**src/rtl/alu_scheduler.sv**
```systemverilog
// Two-requester front end for a shared combinational ALU: round-robin accept,
// one operation in flight, shift-and-add multiply through the ALU adder.
module alu_scheduler #(
  parameter int inst_SIZE = 16
) (
  input  logic                 clk,
  input  logic                 rst,
  input  logic                 req0_valid,
  input  logic [2:0]           req0_ctrl,
  input  logic [inst_SIZE-1:0] req0_a,
  input  logic [inst_SIZE-1:0] req0_b,
  output logic                 req0_ready,
  input  logic                 req1_valid,
  input  logic [2:0]           req1_ctrl,
  input  logic [inst_SIZE-1:0] req1_a,
  input  logic [inst_SIZE-1:0] req1_b,
  output logic                 req1_ready,
  output logic [2:0]           alu_ctrl,
  output logic [inst_SIZE-1:0] alu_a,
  output logic [inst_SIZE-1:0] alu_b,
  input  logic [inst_SIZE-1:0] alu_result,
  input  logic                 alu_zero,
  output logic                 rsp_valid,
  output logic                 rsp_id,
  output logic [inst_SIZE-1:0] rsp_data,
  output logic                 rsp_zero,
  input  logic                 rsp_ready
);

  localparam logic [1:0] IDLE = 2'd0;
  localparam logic [1:0] EXEC = 2'd1;
  localparam logic [1:0] MUL  = 2'd2;
  localparam logic [1:0] RESP = 2'd3;

  logic [1:0]           r_state;
  logic [2:0]           r_ctrl;
  logic [inst_SIZE-1:0] r_a;
  logic [inst_SIZE-1:0] r_b;
  logic                 r_id;
  logic                 r_last;
  logic [3:0]           r_k;
  logic [inst_SIZE-1:0] r_acc;
  logic [inst_SIZE-1:0] r_rsp_data;
  logic                 r_rsp_zero;

  logic                 w_idle;
  logic                 w_gnt0;
  logic                 w_gnt1;
  logic                 w_accept;
  logic [2:0]           w_sel_ctrl;
  logic                 w_undef;
  logic [inst_SIZE-1:0] w_mul_b;

  // On a tie the requester that was not served last wins.
  assign w_idle   = (r_state == IDLE) && !rst;
  assign w_gnt0   = req0_valid && (!req1_valid || r_last);
  assign w_gnt1   = req1_valid && (!req0_valid || !r_last);
  assign req0_ready = w_idle && w_gnt0;
  assign req1_ready = w_idle && w_gnt1;
  assign w_accept   = req0_ready || req1_ready;
  assign w_sel_ctrl = req1_ready ? req1_ctrl : req0_ctrl;

  assign w_undef = (r_ctrl == 3'b101) || (r_ctrl == 3'b110);
  assign w_mul_b = r_b[r_k] ? (r_a << r_k) : '0;

  always_comb begin
    alu_ctrl = 3'b000;
    alu_a    = '0;
    alu_b    = '0;
    case (r_state)
      EXEC: begin
        if (!w_undef) begin
          alu_ctrl = r_ctrl;
          alu_a    = r_a;
          alu_b    = r_b;
        end
      end
      MUL: begin
        alu_a = r_acc;
        alu_b = w_mul_b;
      end
      default: ;
    endcase
  end

  always_ff @(posedge clk or posedge rst) begin
    if (rst) begin
      r_state    <= IDLE;
      r_ctrl     <= 3'b000;
      r_a        <= '0;
      r_b        <= '0;
      r_id       <= 1'b0;
      r_last     <= 1'b1;
      r_k        <= 4'd0;
      r_acc      <= '0;
      r_rsp_data <= '0;
      r_rsp_zero <= 1'b0;
    end else begin
      case (r_state)
        IDLE: begin
          if (w_accept) begin
            r_ctrl  <= w_sel_ctrl;
            r_a     <= req1_ready ? req1_a : req0_a;
            r_b     <= req1_ready ? req1_b : req0_b;
            r_id    <= req1_ready;
            r_acc   <= '0;
            r_k     <= 4'd0;
            r_state <= (w_sel_ctrl == 3'b111) ? MUL : EXEC;
          end
        end
        EXEC: begin
          r_rsp_data <= w_undef ? '0 : alu_result;
          r_rsp_zero <= w_undef ? 1'b1 : alu_zero;
          r_state    <= RESP;
        end
        MUL: begin
          r_acc <= alu_result;
          r_k   <= r_k + 4'd1;
          if (r_k == 4'd15) begin
            r_rsp_data <= alu_result;
            r_rsp_zero <= (alu_result == '0);
            r_state    <= RESP;
          end
        end
        RESP: begin
          if (rsp_ready) begin
            r_last  <= r_id;
            r_state <= IDLE;
          end
        end
        default: r_state <= IDLE;
      endcase
    end
  end

  assign rsp_valid = (r_state == RESP);
  assign rsp_id    = r_id;
  assign rsp_data  = r_rsp_data;
  assign rsp_zero  = r_rsp_zero;

endmodule
```
**config.mk**
```make
export PLATFORM = sky130hd
export DESIGN_NAME = alu_scheduler
export DESIGN_NICKNAME = d
export VERILOG_FILES = /design/src/rtl/alu_scheduler.sv
export SDC_FILE = /design/constraint.sdc
export NUM_CORES = 1
export LEC_CHECK = 0
export CORE_MARGIN = 8
export CORE_UTILIZATION = 47
export DETAILED_ROUTE_END_ITERATION = 8
export PLACE_DENSITY = 0.79
export SKIP_LAST_GASP = 1
export SLEW_MARGIN = 20
export SYNTH_ARGS = -nofsm -noshare
export SYNTH_HDL_FRONTEND = slang
export SYNTH_SLANG_ARGS = --single-unit
export TNS_END_PERCENT = 20
```
**constraint.sdc**
```tcl
create_clock -name clk -period 2.8 [get_ports clk]
set_input_delay 0.7 -clock clk [delete_from_list [all_inputs] [get_ports clk]]
set_output_delay 0.7 -clock clk [all_outputs]
set_load 0.05 [all_outputs]
```
==> metrics.txt, run 1 <==
failing checks setup timing; simple-gate area share of the yosys netlist 0.184; Post-synth EDFFs 0; Fmax between 300 and 400 MHz; Routed WL approximately 16000 um; CTS tree yes; Die Footprint 13400 sq um; Final Hold Vio Count 0; total of max-cap violations 0; post-route setup slack -0.216 ns; Crit path largest cell delay about 0.48 ns; leak pwr slightly below 3 nW; Max Slew Vio Count 0; most used cell, CP buf_12; adder-cell area share of the yosys netlist 0.0134; nets between 700 and 800; ranking of synthesized cells by area dfrtp_1, nand2_1, a22o_1; overall power ~0.010 W; first-pass GRT wire length ~26000 um; critical path type register to primary output; Final period util 1.08; clock sink total 76; Yosys top cell by area dfrtp_1; Syn Inst Count between 500 and 600; largest net degree at the start of global routing 68; vias in the first global route roughly 4.7k; Peak VDD IR between 700 and 800 uV; Cell Chain, Critical Path buf_12 -> buf_4 -> nand4bb_1 -> o21ai_1 -> o221ai_1 -> a2bb2o_2 -> a21boi_2 -> buf_12; fraction of layout cells with a size suffix above 1 0.207; input/output buffers 147; Final HPWL DP between 10000 and 15000 um; CP startpoint kind register; initial antenna violation count 0; main combinational cell family by area after synthesis compound AO/OA/AOI/OAI gates; Hold Crit Class register to register; Syn-to-layout area delta 52.0%; CP arrival around 2.3 ns; Synth Area in Compound Gates 0.239; Core ar. around 9700 sq um; Register Area between 1500 and 2000 sq um; final instance area just over 7000 sq um; Worst path slowest cell dfrtp_2; Worst-Skew Late Latency 0.36 ns; diode count 0; Core Rows 36; total track usage 0.248; sequential area share after synthesis 0.407; mux cell area share after synthesis 0.110; crit path capture type primary output; Mean Syn Cell Area about 9.2 sq um; Synth cell types 50; hold-critical path endpoint r_last$_DFFE_PP1P_; vias per cell around 5.9; Clock H-tree levels 3; Reg-to-Reg Start r_state[1]$_DFFE_PP0P_; top cell type's share of synthesized area 0.401; flop-to-flop setup slack roughly 0.44 ns; DIE HEIGHT between 100 and 150 um; Worst-Margin Slew about 0.84 ns; Seq cells post-synth 76; clk slew on worst S/H paths ~0.09 ns; num ports 148; PD cells roughly 1500 nW/um^2; Cell Area, Synth between 4000 and 5000 sq um; CP bufs+invs 3; CTS root buf clkbuf_8; FFs w/ async S/R, synth 1.00; drt wl/cell 20.6 um; CTS Buffer Depth 2; xor and xnor area share after synthesis 0.00187; router iterations before antenna repair 5; Syn. warnings 0; Die W ~120 um; grt total ovfl 0; area occupied by multi-input gates roughly 2700 sq um; status finished, violations left; Max Clock Skew 0.0111 ns; Tmin final ~3.0 ns; CTS Buf Count 9; DR iter-0 viols around 440; hold path cells 2; min-delay src r_last$_DFFE_PP1P_; worst r2r dst r_k[2]$_DFFE_PP0P_; delay-heaviest family, CP compound AO/OA/AOI/OAI gates; syn_nets ~600; Post-route DRC 0; slew margin rel. 0.438; Synth Flop Type dfrtp_1; Detail Route Antenna Nets 0; DP Area between 6000 and 7000 sq um; Starting Density 0.481; RSZ-0062 raised after global routing true; Filler cells approximately 730; placer congestion estimate between 0.8 and 0.9; worst reg2reg path depth 8; via count ~4.7k; setup violators final 19; CP Data Required Time 2.10 ns; critical path fanouts, max 15
-- Yosys cell counts, types with 7 or more instances --
cell type and instances:
a21boi_1 9, a21oi_1 7, a22o_1 37, a22oi_1 22
a31oi_1 34, buf_2 11, clkbuf_1 22, dfrtp_1 75
inv_1 7, mux2_2 7, mux2i_1 14, mux4_2 10
nand2_1 88, nor2_1 47, nor2b_1 30, o21ai_1 10
-- how the worst max path moves through the flow --
stage / depth (start not counted) / slack [ns] / end / from
after floorplan: 8 / -0.21 / alu_b[7] / r_state[0]$_DFFE_PP0P_
after global placement: 7 / 0.03 / alu_b[4] / r_k[0]$_DFFE_PP0P_
after detailed placement: 7 / 0.05 / alu_b[0] / r_k[0]$_DFFE_PP0P_
after CTS: 7 / -0.19 / alu_b[11] / r_k[0]$_DFFE_PP0P_
after global routing: 8 / -0.32 / alu_b[12] / r_k[0]$_DFFE_PP0P_
final: 8 / -0.22 / alu_b[8] / r_k[0]$_DFFE_PP0P_
-- per-layer routing --
layer	GRT usage	vias up	wire length (um)
li1	-	2157	-
met1	0.325	2343	6770
met2	0.414	141	8540
met3	0.0448	14	853
met4	0.0614	0	176
met5	0	-	0
-- logic make-up (layout without fill, tap and decap cells) --
| kind of cell | after synthesis | after routing |
|---|---|---|
| buffers and inverters | 48 | 204 |
| AOI/OAI and AO/OA | 148 | 148 |
| DFF | 76 | 76 |
| and+or+nand+nor | 192 | 192 |
| muxes | 36 | 36 |
| adders and majority gates | 5 | 5 |
| xor gates and xnor gates | 1 | 1 |
-- repair_timing --
item | 4_1_cts | 5_1_grt
hold buffers | 0 | 0
hold endpoints to repair | 0 | 0
setup buffers | 2 | 2
endpoints found under the setup margin | 18 | 35
pin swaps | 6 | 4
resized for setup | 18 | 9
-- placed cells by master, fill, tap and decap left out, drive strengths merged, types with 2 or more instances in the layout --
cell | netlist | final
clkdlybuf4s50 | 0 | 113
nand2 | 88 | 88
dfrtp | 75 | 75
buf | 18 | 66
nor2 | 47 | 47
a22o | 37 | 37
a31oi | 34 | 34
nor2b | 30 | 30
a22oi | 22 | 22
mux2i | 14 | 14
o21ai | 14 | 14
mux4 | 11 | 11
mux2 | 11 | 11
clkbuf | 22 | 10
inv | 8 | 10
a21boi | 9 | 9
a21oi | 7 | 7
nand3 | 5 | 5
and3 | 5 | 5
nand2b | 5 | 5
ha | 5 | 5
o22ai | 5 | 5
nor4 | 4 | 4
a32oi | 4 | 4
clkinv | 0 | 3
a2111oi | 2 | 2
a32o | 2 | 2
nand3b | 2 | 2
nor3 | 2 | 2
a211oi | 2 | 2
o31ai | 2 | 2
-- tightest hold or removal path, cell delays in order (launching register included) --
cell and delay [ns]:
dfstp_2 0.38, nand2_1 0.04, o21ai_0 0.07
-- state kept, by name (all words and copies together) (netlist names) --
name      cells
r_k           4
r_last        1
r_acc        16
r_ctrl        3
rsp_id        1
rsp_data     16
r_a          16
r_b          16
rsp_zero      1
r_state       2
-- area by class of cell --
cell class / instances / area share
tap: 133 / 0.0234
inverter: 8 / 0.00422
multi-input combinational: 382 / 0.379
clock inverter: 7 / 0.0104
sequential: 76 / 0.268
clock buffer: 9 / 0.0174
timing repair buffer: 180 / 0.298
-- where the power goes --
group / internal (W) / switching [W]
combinational: 0.00337 / 0.00400
clock: 0.000417 / 0.000450
sequential: 0.00164 / 0.000615
total: 0.00543 / 0.00507
-- per-stage QoR --
| stage | cells | util | setup TNS (ns) | setup WS, ns | hold slack, ns |
|---|---|---|---|---|---|
| finish | 795 | 0.731 | -2.96 | -0.216 | 0.498 |
| global route | 795 | 0.731 | -5.96 | -0.324 | 0.521 |
| CTS | 793 | 0.727 | -2.72 | -0.191 | 0.495 |
| detailed placement | 775 | 0.698 | 0 | 0.0465 | 0.484 |
| global placement | 775 | 0.698 | 0 | 0.0343 | 0.465 |
| floorplan | 506 | - | -1.01 | -0.205 | 0.462 |
Power figures use the tool's default switching activity.
==> run 2: changes to the inputs <==
- CORE_UTILIZATION: 47 -> 43
- PLACE_DENSITY: 0.79 -> 0.76
- clock period: 2.8 -> 2.7 ns (I/O delays scaled with it)
==> metrics.txt, run 2 (synthesized netlist as in run 1, its figures left out) <==
post-route setup slack -0.370 ns; CTS Buf Count 9; Final HPWL DP approximately 12000 um; Detail Route Antenna Nets 0; Hold Crit Class register to register; CTS root buf clkbuf_8; Peak VDD IR just over 700 uV; Post-route DRC 0; clk slew on worst S/H paths ~0.080 ns; input/output buffers ~150; status finished, violations left; overall power 0.0110 W; first-pass GRT wire length approximately 26000 um; DIE HEIGHT 120 um; Syn-to-layout area delta 54.0%; drt wl/cell 20.2 um; clock sink total between 70 and 80; initial antenna violation count 0; RSZ-0062 raised after global routing true; final setup TNS -6.73 ns; crit path capture type primary output; Placement Setup Slack -0.0403 ns; fraction of layout cells with a size suffix above 1 0.206; delay-heaviest family, CP compound AO/OA/AOI/OAI gates; Worst-Skew Late Latency 0.37 ns; Die W between 100 and 150 um; CP Data Required Time ~2.0 ns; via count 4758; Cell Chain, Critical Path buf_12 -> nor2b_2 -> a211oi_1 -> a2111oi_4 -> buf_4 -> a2bb2o_4 -> a21boi_4 -> buf_12; commonest cells after routing, fill and taps aside clkdlybuf4s50_1, nand2_1, dfrtp_1; Crit path largest cell delay between 0.4 and 0.5 ns; Clock H-tree levels 3; total track usage 0.226; Hold WS about 0.48 ns; Max Slew Vio Count 0; fin cells between 800 and 900; vias in the first global route between 4k and 5k; Final Hold Vio Count 0; num ports roughly 150; Core Rows 38; Final period util 1.14; total of max-cap violations 0; CP arrival ~2.4 ns; diode count 0; DR iter-0 viols slightly below 400; Core ar. between 10000 and 15000 sq um; Starting Density 0.435; critical path fanouts, max 10; leak pwr just under 3 nW; PD cells 1530 nW/um^2; grt total ovfl 0; flop-to-flop setup slack around 0.25 ns; Worst-Margin Slew approximately 0.96 ns; Tmin final between 3 and 4 ns; placer congestion estimate around 0.9; CTS Buffer Depth 2; router iterations before antenna repair 5; DP Cell Count just under 800; Die Footprint 14500 sq um; most common cell after layout, fill and taps aside clkdlybuf4s50_1; Max Clock Skew roughly 0.011 ns; Fmax approximately 330 MHz; nets 758; CTS tree yes; failing checks setup timing; critical path type register to primary output; Routed WL between 15000 and 20000 um; setup violators final 34; vias per cell between 5 and 6; Worst path slowest cell dfrtp_2; slew margin rel. 0.358; CTS Hold Bufs 0; most used cell, CP buf_12; CP bufs+invs 3; largest net degree at the start of global routing 75; CP startpoint kind register
==> run 2: final cells by class <==
cell class,instances,area (sq um)
Fill cell,848,3540
Multi-Input combinational cell,382,2730
Inverter,8,30.0
Timing Repair Buffer,184,2200
Clock inverter,4,26.3
Sequential cell,76,1910
Clock buffer,11,141
Tap cell,140,175
==> run 2: final timing paths <==
kind	end	startpoint	cells past startpoint
hold / removal	rsp_zero$_DFFE_PP0P_	rsp_zero$_DFFE_PP0P_	1
max in group asynchronous	r_k[3]$_DFFE_PP0P_	rst	3
min in group asynchronous	rsp_id$_DFFE_PP0P_	rst	2
setup / recovery	alu_b[8]	r_k[0]$_DFFE_PP0P_	8
setup reg to reg	r_k[2]$_DFFE_PP0P_	r_state[0]$_DFFE_PP0P_	9
hold reg to reg	rsp_zero$_DFFE_PP0P_	rsp_zero$_DFFE_PP0P_	1
==> run 2: metrics by stage <==
step                       util  area (sq um)
after detailed placement  0.637          6840
after global routing      0.670          7200
after CTS                 0.665          7150
after global placement    0.637          6840
after floorplan               -          4770
final                     0.670          7200
==> run 2: routing by layer <==
layer  part of all wire  global-route usage  routed length [um]  vias to the layer above
met5                  0                   0                   0                        -
met2               0.51               0.376                8280                      205
li1                   -                   -                   -                     2166
met4              0.029              0.0984                 480                        0
met1               0.40               0.278                6470                     2349
met3              0.065              0.0466                1060                       38
==> run 2: report_power, final <==
part / internal, W / switching, W
clock network: 0.000353 / 0.000443
logic: 0.00368 / 0.00421
registers: 0.00170 / 0.000629
==> run 2: timing repair <==
item	in CTS	in global routing
gates resized for setup	17	4
cloned	1	1
pin swaps	4	1
endpoints found under the setup margin	34	36
buffers inserted	4	2
==> run 3: changes to the inputs <==
==> constraint.sdc (replaced) <==
create_clock -name clk -period 2.7 [get_ports clk]
set_input_delay 0.405 -clock clk [delete_from_list [all_inputs] [get_ports clk]]
set_output_delay 0.405 -clock clk [all_outputs]
set_load 0.05 [all_outputs]
==> metrics.txt, run 3 (synthesized netlist as in run 1, its figures left out) <==
Post-route DRC 0; router iterations before antenna repair 5; Cell Chain, Critical Path buf_12 -> nor2b_2 -> a211oi_2 -> a2111oi_4 -> buf_4 -> buf_6 -> a32oi_1 -> nor2b_1 -> clkbuf_16; grt total ovfl 0; setup violators final 6; Final period util 1.02; WP depth 9; status finished, violations left; final core occ 0.677; first-pass GRT wire length between 20000 and 25000 um; worst reg2reg path depth 8; Final Hold Vio Count 0; Worst-Margin Slew ~0.52 ns; clock sink total between 70 and 80; slew margin rel. 0.653; num ports 148; via count around 4.7k; post-route setup slack -0.0631 ns; vias per cell a little under 6; Detail Route Antenna Nets 0; Crit path largest cell delay roughly 0.47 ns; CP bufs+invs 4; Hold Crit Class input port to asynchronous set/reset pin; Die W ~120 um; RSZ-0062 raised after global routing true; vias in the first global route 4602; Fmax between 300 and 400 MHz; commonest cells after routing, fill and taps aside clkdlybuf4s50_1, nand2_1, dfrtp_1; Starting Density 0.435; DIE HEIGHT 120 um; clk slew on worst S/H paths ~0.090 ns; Worst path slowest cell dfrtp_2; input/output buffers around 150; PD cells 1540 nW/um^2; CP arrival between 2 and 2.5 ns; total of max-cap violations 0; placer congestion estimate 0.864; Core Rows 38; critical path type register to primary output; Clock H-tree levels 3; initial antenna violation count 0; CTS Buffer Depth 2; Filler cells around 900; Core ar. 10700 sq um; CTS root buf clkbuf_8; diode count 0; most common cell after layout, fill and taps aside clkdlybuf4s50_1; CP Data Required Time between 2 and 2.5 ns; Worst-Skew Late Latency 0.36 ns; final setup TNS -0.134 ns; Routed WL ~16000 um; Syn-to-layout area delta 55.5%; leak pwr 2.97 nW; Max Slew Vio Count 0; largest net degree at the start of global routing 65; CTS tree yes; delay-heaviest family, CP buffers and inverters; Die Footprint roughly 14000 sq um; critical path fanouts, max 5; nets 759; CP startpoint kind register; CTS Hold Bufs 0; CTS Buf Count 9; DR iter-0 viols ~270; fraction of layout cells with a size suffix above 1 0.222; Max Clock Skew between 0.01 and 0.015 ns; crit path capture type primary output; Tmin final 2.76 ns; Peak VDD IR around 1300 uV; Final HPWL DP around 12000 um; failing checks setup timing; total track usage 0.212; drt wl/cell ~20 um
-- run 3: cell types whose count changed in the layout (fill, tap and decap cells not counted), sizes merged --
| cell | delta |
|---|---|
| bufinv | +2 |
| inv | +1 |
| clkdlybuf4s50 | +1 |
| buf | -3 |
| bufbuf | +1 |
-- run 3: layout make-up --
class | count | area [sq um] | share of cell area
Multi-Input combinational cell | 382 | 2700 | 0.371
Timing Repair Buffer | 185 | 2240 | 0.308
Sequential cell | 76 | 1910 | 0.262
Tap cell | 140 | 175 | 0.0241
Clock buffer | 9 | 124 | 0.0170
Clock inverter | 7 | 98.8 | 0.0136
Inverter | 8 | 30.0 | 0.00413
-- run 3: routing by layer --
metal	vias up	track usage	part of all wire
met1	2277	0.262	0.42
met5	-	0	0
met3	19	0.0601	0.074
met2	196	0.360	0.49
met4	0	0.0484	0.014
li1	2171	-	-
-- run 3: power by group --
part           internal, W  switching (W)  total, W
combinational      0.00369        0.00417   0.00785
clock             0.000525       0.000453  0.000978
sequential         0.00170       0.000648   0.00235
total              0.00592        0.00527    0.0112
-- run 3: what timing repair did --
action | CTS | global route
resized for setup | 25 | 15
setup buffers | 5 | 10
cloned | 2 | 1
setup endpoints to repair | 14 | 32
endpoints found under the hold margin | 0 | 0
pin swaps | 3 | 2
-- run 3: worst register-to-register path, stage by stage, from the launching register on --
cell and delay, ns:
dfrtp_1 0.45, inv_1 0.11, ha_1 0.24, nor2b_1 0.26, nand3_1 0.31, inv_2 0.18, buf_4 0.32, nand2_1 0.12
a31oi_1 0.20
-- run 3: path summary, 6_finish.rpt --
path,to,slack [ns],from
setup / recovery,alu_b[2],-0.06,r_k[0]$_DFFE_PP0P_
min in group clk,r_last$_DFFE_PP1P_,0.49,r_last$_DFFE_PP1P_
setup reg to reg,r_a[9]$_DFFE_PP0P_,0.43,r_state[1]$_DFFE_PP0P_
hold reg to reg,r_last$_DFFE_PP1P_,0.49,r_last$_DFFE_PP1P_
hold / removal,r_state[1]$_DFFE_PP0P_,0.44,rst
max in group asynchronous,r_last$_DFFE_PP1P_,1.56,rst
-- run 3: through the flow --
step                setup slack, ns  power (W)  std cells  hold slack [ns]  instance area, sq um
floorplan                    -0.102    0.00667        506            0.462                  4690
global placement              0.243    0.00941        773            0.473                  6690
detailed placement            0.222    0.00949        773            0.476                  6690
CTS                         -0.0403     0.0109        796            0.452                  7130
global route                 -0.156     0.0118        807            0.475                  7280
finish                      -0.0631     0.0112        807            0.442                  7280
